### src/rtl/pc_sequencer_if.sv
// Fetch-side bundle between the pipeline control (master) and the PC sequencer (slave).
// The master drives stall/redirect/exception/halt controls; the slave returns the fetch address.
interface pc_sequencer_if #(
    parameter int unsigned WIDTH = 32
);
    logic             STALL;
    logic             redirect_valid;
    logic [WIDTH-1:0] redirect_target;
    logic             exc_valid;
    logic             halt_req;
    logic             resume;
    logic [WIDTH-1:0] pc_out;
    logic [WIDTH-1:0] pc_seq;
    logic             fetch_valid;
    logic             redirect_pending;
    logic             misalign_err;

    modport master (
        output STALL, redirect_valid, redirect_target, exc_valid, halt_req, resume,
        input  pc_out, pc_seq, fetch_valid, redirect_pending, misalign_err
    );

    modport slave (
        input  STALL, redirect_valid, redirect_target, exc_valid, halt_req, resume,
        output pc_out, pc_seq, fetch_valid, redirect_pending, misalign_err
    );
endinterface

### src/rtl/pc_sequencer.sv
// Fetch-stage program counter: sequential stepping, prioritised exception/redirect handling,
// a one-entry buffer that keeps a redirect resolved during a stall, and halt/resume control.
module pc_sequencer #(
    parameter int unsigned      WIDTH        = 32,
    parameter logic [WIDTH-1:0] RESET_VECTOR = '0,
    parameter logic [WIDTH-1:0] EXC_VECTOR   = WIDTH'(32'h0000_0080),
    parameter int unsigned      INC_BYTES    = 4
) (
    input logic           CLOCK,
    input logic           RESET,
    pc_sequencer_if.slave bus
);
    // INC_BYTES is a power of two, so INC_BYTES-1 masks exactly the low ALIGN_BITS bits.
    localparam logic [WIDTH-1:0] INC        = WIDTH'(INC_BYTES);
    localparam logic [WIDTH-1:0] ALIGN_MASK = WIDTH'(INC_BYTES - 1);

    typedef enum logic [1:0] {
        S_BOOT,
        S_RUN,
        S_PEND,
        S_HALT
    } state_t;

    state_t           r_state;
    logic [WIDTH-1:0] r_pc;
    logic [WIDTH-1:0] r_target;
    logic             r_misalign;

    state_t           w_state_next;
    logic [WIDTH-1:0] w_pc_next;
    logic [WIDTH-1:0] w_target_next;
    logic             w_misalign_next;
    logic [WIDTH-1:0] w_pc_seq;
    logic [WIDTH-1:0] w_pend_target;
    logic             w_misaligned;
    logic             w_take_exc;

    assign w_pc_seq      = r_pc + INC;
    assign w_misaligned  = bus.redirect_valid && ((bus.redirect_target & ALIGN_MASK) != '0);
    assign w_take_exc    = bus.exc_valid || w_misaligned;
    // In PEND a fresh redirect replaces the buffered one: most recent wins.
    assign w_pend_target = bus.redirect_valid ? bus.redirect_target : r_target;

    // NOTE: state registers use non-blocking assignments so every flop samples pre-edge values.
    always_ff @(posedge CLOCK) begin
        if (RESET) begin
            r_state    <= S_BOOT;
            r_pc       <= RESET_VECTOR;
            r_target   <= '0;
            r_misalign <= 1'b0;
        end else begin
            r_state    <= w_state_next;
            r_pc       <= w_pc_next;
            r_target   <= w_target_next;
            r_misalign <= w_misalign_next;
        end
    end

    // NOTE: every output of this block gets a default first, so no path can infer a latch.
    always_comb begin
        w_state_next    = r_state;
        w_pc_next       = r_pc;
        w_target_next   = r_target;
        w_misalign_next = 1'b0;

        unique case (r_state)
            S_BOOT: w_state_next = S_RUN;
            S_RUN: begin
                if (bus.redirect_valid && !bus.STALL) begin
                    w_pc_next = bus.redirect_target;
                end else if (bus.redirect_valid) begin
                    w_target_next = bus.redirect_target;
                    w_state_next  = S_PEND;
                end else if (!bus.STALL) begin
                    if (bus.halt_req) w_state_next = S_HALT;
                    else              w_pc_next    = w_pc_seq;
                end
            end
            S_PEND: begin
                if (!bus.STALL) begin
                    w_pc_next     = w_pend_target;
                    w_target_next = '0;
                    w_state_next  = S_RUN;
                end else begin
                    w_target_next = w_pend_target;
                end
            end
            S_HALT: begin
                if (bus.redirect_valid) begin
                    w_pc_next    = bus.redirect_target;
                    w_state_next = S_RUN;
                end else if (bus.resume) begin
                    w_pc_next    = w_pc_seq;
                    w_state_next = S_RUN;
                end
            end
        endcase

        // Exceptions (including a misaligned redirect) override every non-boot decision above.
        if (r_state != S_BOOT && w_take_exc) begin
            w_pc_next       = EXC_VECTOR;
            w_target_next   = '0;
            w_state_next    = S_RUN;
            w_misalign_next = !bus.exc_valid;
        end
    end

    assign bus.pc_out           = r_pc;
    assign bus.pc_seq           = w_pc_seq;
    assign bus.fetch_valid      = (r_state == S_RUN) || (r_state == S_PEND);
    assign bus.redirect_pending = (r_state == S_PEND);
    assign bus.misalign_err     = r_misalign;
endmodule

### src/flat_wrapper.sv
// flat-port wrapper written by rule: the top's interface ports become plain ports
module pc_sequencer_flat 
#(
    parameter int unsigned      WIDTH        = 32,
    parameter logic [WIDTH-1:0] RESET_VECTOR = '0,
    parameter logic [WIDTH-1:0] EXC_VECTOR   = WIDTH'(32'h0000_0080),
    parameter int unsigned      INC_BYTES    = 4
)
  (CLOCK, RESET, bus_STALL, bus_redirect_valid, bus_redirect_target, bus_exc_valid, bus_halt_req, bus_resume, bus_pc_out, bus_pc_seq, bus_fetch_valid, bus_redirect_pending, bus_misalign_err);
  pc_sequencer_if #(.WIDTH(WIDTH)) bus_i ();
  input logic CLOCK;
  input logic RESET;
  input wire logic [$bits(bus_i.STALL)-1:0] bus_STALL;
  input wire logic [$bits(bus_i.redirect_valid)-1:0] bus_redirect_valid;
  input wire logic [$bits(bus_i.redirect_target)-1:0] bus_redirect_target;
  input wire logic [$bits(bus_i.exc_valid)-1:0] bus_exc_valid;
  input wire logic [$bits(bus_i.halt_req)-1:0] bus_halt_req;
  input wire logic [$bits(bus_i.resume)-1:0] bus_resume;
  output wire logic [$bits(bus_i.pc_out)-1:0] bus_pc_out;
  output wire logic [$bits(bus_i.pc_seq)-1:0] bus_pc_seq;
  output wire logic [$bits(bus_i.fetch_valid)-1:0] bus_fetch_valid;
  output wire logic [$bits(bus_i.redirect_pending)-1:0] bus_redirect_pending;
  output wire logic [$bits(bus_i.misalign_err)-1:0] bus_misalign_err;
  assign bus_i.STALL = bus_STALL;
  assign bus_i.redirect_valid = bus_redirect_valid;
  assign bus_i.redirect_target = bus_redirect_target;
  assign bus_i.exc_valid = bus_exc_valid;
  assign bus_i.halt_req = bus_halt_req;
  assign bus_i.resume = bus_resume;
  assign bus_pc_out = bus_i.pc_out;
  assign bus_pc_seq = bus_i.pc_seq;
  assign bus_fetch_valid = bus_i.fetch_valid;
  assign bus_redirect_pending = bus_i.redirect_pending;
  assign bus_misalign_err = bus_i.misalign_err;
  pc_sequencer #(.WIDTH(WIDTH), .RESET_VECTOR(RESET_VECTOR), .EXC_VECTOR(EXC_VECTOR), .INC_BYTES(INC_BYTES)) u_core (.CLOCK(CLOCK), .RESET(RESET), .bus(bus_i));
endmodule
### config.mk
export PLATFORM = sky130hd
export DESIGN_NAME = pc_sequencer_flat
export DESIGN_NICKNAME = d
export VERILOG_FILES = /design/src/rtl/pc_sequencer_if.sv /design/src/rtl/pc_sequencer.sv /design/src/flat_wrapper.sv
export SDC_FILE = /design/constraint.sdc
export NUM_CORES = 1
export LEC_CHECK = 0
export BUFFER_PORTS_ARGS = -buffer_cell sky130_fd_sc_hd__buf_2
export CAP_MARGIN = 20
export CORE_UTILIZATION = 53
export CTS_CLUSTER_DIAMETER = 150
export CTS_CLUSTER_SIZE = 16
export DETAILED_ROUTE_END_ITERATION = 16
export PLACE_DENSITY_LB_ADDON = 0.12
export SLEW_MARGIN = 20
export SYNTH_ARGS = -nofsm -noshare
export SYNTH_HDL_FRONTEND = slang
export SYNTH_SLANG_ARGS = --single-unit
### constraint.sdc
create_clock -name CLOCK -period 2.8 [get_ports CLOCK]
set_input_delay 0.7 -clock CLOCK [delete_from_list [all_inputs] [get_ports CLOCK]]
set_output_delay 0.7 -clock CLOCK [all_outputs]
set_load 0.1 [all_outputs]
==> results of run 1 <==
==> layout make-up <==
cell class	instances	area, um^2
Sequential cell	67	1430
Timing Repair Buffer	144	1140
Fill cell	476	1440
Clock inverter	4	21.3
Inverter	5	18.8
Clock buffer	12	176
Tap cell	99	124
Multi-Input combinational cell	368	2980
==> worst max-delay path, delay by kind of cell (launching register included) <==
family	cells	cell delay (ps)
buffers and inverters	1	190
XOR/XNOR	1	270
flip-flops	1	410
AND/OR/NAND/NOR	3	890
==> cells in the mapped netlist (8+ instances only) <==
master	instances
a21oi_1	20
a22o_1	14
a22oi_1	42
a31oi_1	10
clkbuf_1	25
dfxtp_1	67
mux2_2	8
nand2_1	35
nand3_1	15
nor2_1	53
o21ai_0	24
or4_1	8
xnor2_1	19
xor2_1	9
==> registers in the layout, summed over array words and instances (netlist names), named ones only <==
signal                   cells
u_core.r_target             32
u_core.bus.pc_out           30
u_core.r_state               2
u_core.bus.misalign_err      1
==> metal layers <==
| metal | vias to the layer above | part of all wire (%) | track usage (%) | wire [um] |
|---|---|---|---|---|
| met5 | - | 0 | 0 | 0 |
| met4 | 0 | 2.5 | 12.3 | 331 |
| met3 | 38 | 8.6 | 8.32 | 1140 |
| met2 | 242 | 48 | 51.2 | 6300 |
| met1 | 2116 | 41 | 44.4 | 5410 |
| li1 | 2038 | - | - | - |
==> power groups by stage <==
stage | Combinational (mW) | Sequential [mW] | Clock (mW)
2_1_floorplan | 0.500 | 1.21 | 0
3_3_place_gp | 0.827 | 1.07 | 0
4_1_cts | 0.839 | 1.05 | 0.809
3_5_place_dp | 0.835 | 1.07 | 0
6_report | 0.850 | 1.05 | 0.813
5_1_grt | 0.889 | 1.06 | 0.859
==> per-stage QoR <==
step | std cells | cell area, um^2 | hold slack, ps | setup WS (ps)
after floorplan | 483 | 4680 | 473 | -118
after global placement | 662 | 5500 | 485 | 293
after detailed placement | 662 | 5500 | 498 | 259
after CTS | 684 | 5760 | 507 | 0.603
after global routing | 699 | 5890 | 507 | -84.2
final | 699 | 5890 | 513 | -10.8
==> worst max path at each step <==
| stage | to | from | slack [ps] | cells after the start |
|---|---|---|---|---|
| floorplan | bus_pc_seq[28] | u_core.bus.pc_out[10] | -120 | 5 |
| global placement | bus_pc_seq[30] | u_core.bus.pc_out[3] | 290 | 6 |
| detailed placement | bus_pc_seq[28] | u_core.bus.pc_out[2] | 260 | 6 |
| CTS | bus_pc_seq[24] | u_core.bus.pc_out[10] | 0.6 | 6 |
| global route | bus_pc_seq[28] | u_core.bus.pc_out[11] | -80 | 5 |
| finish | bus_pc_seq[28] | u_core.bus.pc_out[11] | -10 | 5 |
==> cell families after synthesis <==
group / count (synthesis)
buffers and inverters: 48
XOR/XNOR: 28
multiplexers: 8
adder cells (fa/ha/maj): 6
AO/OA/AOI/OAI: 156
flip-flops: 67
AND/OR/NAND/NOR: 170
==> timing repair <==
| item | 4_1_cts | 5_1_grt |
|---|---|---|
| setup buffers | 6 | 15 |
| pin swaps | 7 | 8 |
| gates resized for setup | 5 | 6 |
| setup endpoints to repair | 11 | 14 |
==> run metrics, run 1 <==
crit-path cells nand4_4, and4bb_4, nand4_1, xnor2_4, buf_12; minimum clock period 2810 ps; TritonCTS Sinks 67; Simple-Gate Fraction of Synth Area 22.7%; slowest CP cell and4bb_4; post-route setup TNS -10.8 ps; GRT Util Overall 33.0%; latest clock arrival within the worst-skew pair 350 ps; Final GP Congestion 0.904; sequential cell area fraction in the yosys report 33.0%; clock network power share 30.0%; unrepaired setup endpoints after global routing yes; async set-or-reset flop fraction in the synthesized netlist 0%; main combinational cell family by area after synthesis compound AO/OA/AOI/OAI gates; drt pass-1 iters 5; Core Rows 31; combinational fraction of design power 31.3%; crit path kind flip-flop to output port; HPWL Detailed 8.81 mm; Worst slew margin 65.5%; Worst-Margin Slew 520 ps; routed vias 4434; CP peak stage delay 440 ps; Die Y 89.6 um; number of enable flip-flop cells after synthesis 0; grt ovf 0; cell count after synthesis 483; Post-Route Utilization 80.4%; max-cap violations 0; Final WS setup -10.8 ps; Synth Area in XOR/XNOR 6.03%; internal power 1.64 mW; clock skew 10.1 ps; Max Clock Freq 356 MHz; sequential share of power 38.7%; H-tree Lvls 3; Worst R2R End u_core.bus.pc_out[12]; die area 8030 um^2; n_diodes 0; synthesized area 4070 um^2; mux contribution to synthesized area 2.21%; share of cells above drive strength 1 43.2%; vias in the first global route 3843; crit share post-route 100%; Synth Area in Adders 1.85%; clock root cell clkbuf_8; share of the synthesized area in the top cell type 33.0%; CP required 2100 ps; net count after synthesis 528; DRT iter0 DRCs 411; Via-to-Cell Ratio 6.34; hold worst-path end u_core.r_target[19]; Seq cells post-synth 67; Sw Ratio 39.6%; Die W 89.6 um; most common flop cell mapped by yosys dfxtp_1; yosys warns 0; Final Power 2.72 mW; worst r2r src u_core.r_state[0]; Syn Area/Cell 8.42 um^2; top cells by area, synth dfxtp_1 33%, a22oi_1 7.8%, nor2_1 4.9%, xnor2_1 4.1%, nand2_1 3.2%; wire per inst 18.9 um; Area Overhead vs Synth 44.8%; initial antenna violation count 0; LEAKAGE 2.36 nW; core area 7330 um^2; Max clock buf depth 2; Worst-path clk slew 70 ps; Hold Vio Cnt, Final 0; R2R depth 9; Max Fanout on Critical Path 6; CP startpoint kind flip-flop; failing checks setup timing; ANT nets after route 0; number of port buffers 105; total CTS buffers 9; worst vdd ir 0.000337 V; first-pass GRT wire length 19.7 mm; P per Cell Area 461 nW/um^2; status complete, but fails checks; Max Slew Vio Count 0; r2r setup slk 410 ps; post-synth cell types 66; hold depth 2; starting density of the core 55.5%; Compound-Gate Fraction of Synth Area 27.4%; most frequent cells in the layout 82 x buf_2, 51 x nor2_1, 42 x a22oi_1; most common cell after layout, fill and taps aside buf_2; Post-route DRC 0; # nets final 640; dominant cell type by area after synthesis dfxtp_1; CTS tree built; Worst Setup End Kind output port; Net Sw Power 1.08 mW; WP data arrival 2110 ps; Ports 106; hold buffers post-CTS 0; worst hold path class flip-flop to flip-flop; wirelength, routed 13.2 mm; hold path start u_core.r_target[19]; final setup fails 1; largest net degree at the start of global routing 52
(Power assumes the default switching activity.)
==> run 2: changes to the inputs <==
--- a/config.mk
+++ b/config.mk
@@ -11,7 +11,7 @@
 export CTS_CLUSTER_DIAMETER = 150
 export CTS_CLUSTER_SIZE = 16
 export DETAILED_ROUTE_END_ITERATION = 16
-export PLACE_DENSITY_LB_ADDON = 0.12
+export PLACE_DENSITY = 0.8
 export SLEW_MARGIN = 20
 export SYNTH_ARGS = -nofsm -noshare
 export SYNTH_HDL_FRONTEND = slang
==> run 2 against run 1 <==
The flow now finishes without violations. Fmax up 2.3%. Wire length down 1.8%. Clock power up 4.7%. Combinational power up 1%. Via count unchanged. Count of clock-buffer cells in the layout down 3. Clock skew down 3.3 ps. Non-clock buffer count down 1. Setup slack better by 63 ps.
==> run metrics, run 2 (synthesis results as in run 1) <==
status finished, final reports clean; post-route setup TNS 0 ps; first-pass GRT wire length 19.4 mm; wire per inst 18.5 um; Max Clock Freq 364 MHz; crit share post-route 98.1%; TritonCTS Sinks 67; Worst slew margin 63.1%; hold slack 504 ps; WP data arrival 2050 ps; HPWL Detailed 9.01 mm; most common cell after layout, fill and taps aside buf_2; max FFs per register 32; vias in the first global route 3810; drt pass-1 iters 5; CTS tree built; Max clock buf depth 2; Hold Vio Cnt, Final 0; ANT nets after route 0; starting density of the core 55.5%; max-cap violations 0; most frequent cells in the layout 82 x buf_2, 51 x nor2_1, 42 x a22oi_1; Ports 106; Post-Place Cells 666; r2r setup slk 470 ps; wirelength, routed 12.9 mm; P per Cell Area 470 nW/um^2; Post-route DRC 0; Max Fanout on Critical Path 9; die area 8030 um^2; Finished Cell Area 5870 um^2; DRT iter0 DRCs 432; # nets final 639; share of cells above drive strength 1 43.4%; unrepaired setup endpoints after global routing yes; worst vdd ir 0.000379 V; final setup fails 0; H-tree Lvls 3; Max Slew Vio Count 0; core area 7330 um^2; worst hold path class flip-flop to flip-flop; routed vias 4434; largest net degree at the start of global routing 44; Final GP Congestion 0.945; Placed Area 5520 um^2; Worst-Margin Slew 554 ps; total CTS buffers 9; CP required 2100 ps; latest clock arrival within the worst-skew pair 360 ps; initial antenna violation count 0; Die W 89.6 um; Via-to-Cell Ratio 6.35; number of port buffers 105; Worst Setup End Kind output port; largest register by flop count u_core.r_target; minimum clock period 2750 ps; Core Rows 31; clock root cell clkbuf_8; clock skew 6.82 ps; GRT Util Overall 32.4%; n_diodes 0; Die Y 89.6 um; grt ovf 0; CP startpoint kind flip-flop; crit path kind flip-flop to output port; LEAKAGE 2.35 nW; Post-Layout Cell Count 698; Area Overhead vs Synth 44.4%; Worst-path clk slew 80 ps
-- run 2: cell types whose count changed in the layout (fill, tap and decap cells not counted), moves of 2 or more --
cell / previous run / this run
inv_6: 0 / 2
clkinv_4: 0 / 2
clkinv_2: 2 / 0
clkbuf_8: 11 / 9
-- run 2: power by group --
| part | total, mW | internal [mW] | switching, mW |
|---|---|---|---|
| Combinational | 0.859 | 0.243 | 0.616 |
| Clock | 0.851 | 0.418 | 0.434 |
| Sequential | 1.05 | 0.987 | 0.0647 |
-- run 2: per-stage QoR --
stage | setup WS (ps) | util, % | total power, mW
global route | -53.5 | 80.1 | 2.86
CTS | -27.0 | 78.6 | 2.75
floorplan | -118 | - | 1.71
detailed placement | 280 | 75.3 | 1.92
global placement | 343 | 75.3 | 1.91
finish | 52.0 | 80.1 | 2.76
-- run 2: path summary, 6_finish.rpt --
| check | start | to | cells after the start |
|---|---|---|---|
| min | flip-flop | flip-flop | 2 |
| min reg2reg | flip-flop | flip-flop | 2 |
| max reg2reg | u_core.r_state[0] | u_core.bus.pc_out[31] | 8 |
| max | u_core.bus.pc_out[19] | bus_pc_seq[30] | 5 |
-- run 2: layout make-up --
| cell class | instances | area, um^2 |
|---|---|---|
| multi-input combinational | 368 | 2980 |
| fill | 462 | 1460 |
| sequential | 67 | 1430 |
| timing repair buffer | 143 | 1120 |
| clock buffer | 9 | 124 |
| tap | 99 | 124 |
| clock inverter | 7 | 76.3 |
| inverter | 5 | 18.8 |
-- run 2: critical path, stage by stage, from the launching register on --
cell	delay, ps
dfxtp_4	420
and4_4	270
and4bb_4	310
nand4_1	250
xnor2_4	240
buf_12	190
-- run 2: metal layers --
layer  vias up  track usage, %  wire length [um]
li1       2031               -                 -
met4         0            10.1               233
met5         -               0                 0
met3        23            7.50              1150
met2       242            49.8              5990
met1      2138            45.1              5560
-- run 2: repair_timing --
item	4_1_cts	5_1_grt
setup buffers	4	12
pin swaps	3	7
hold buffers	0	0
resized for setup	5	7
setup endpoints to repair	11	16
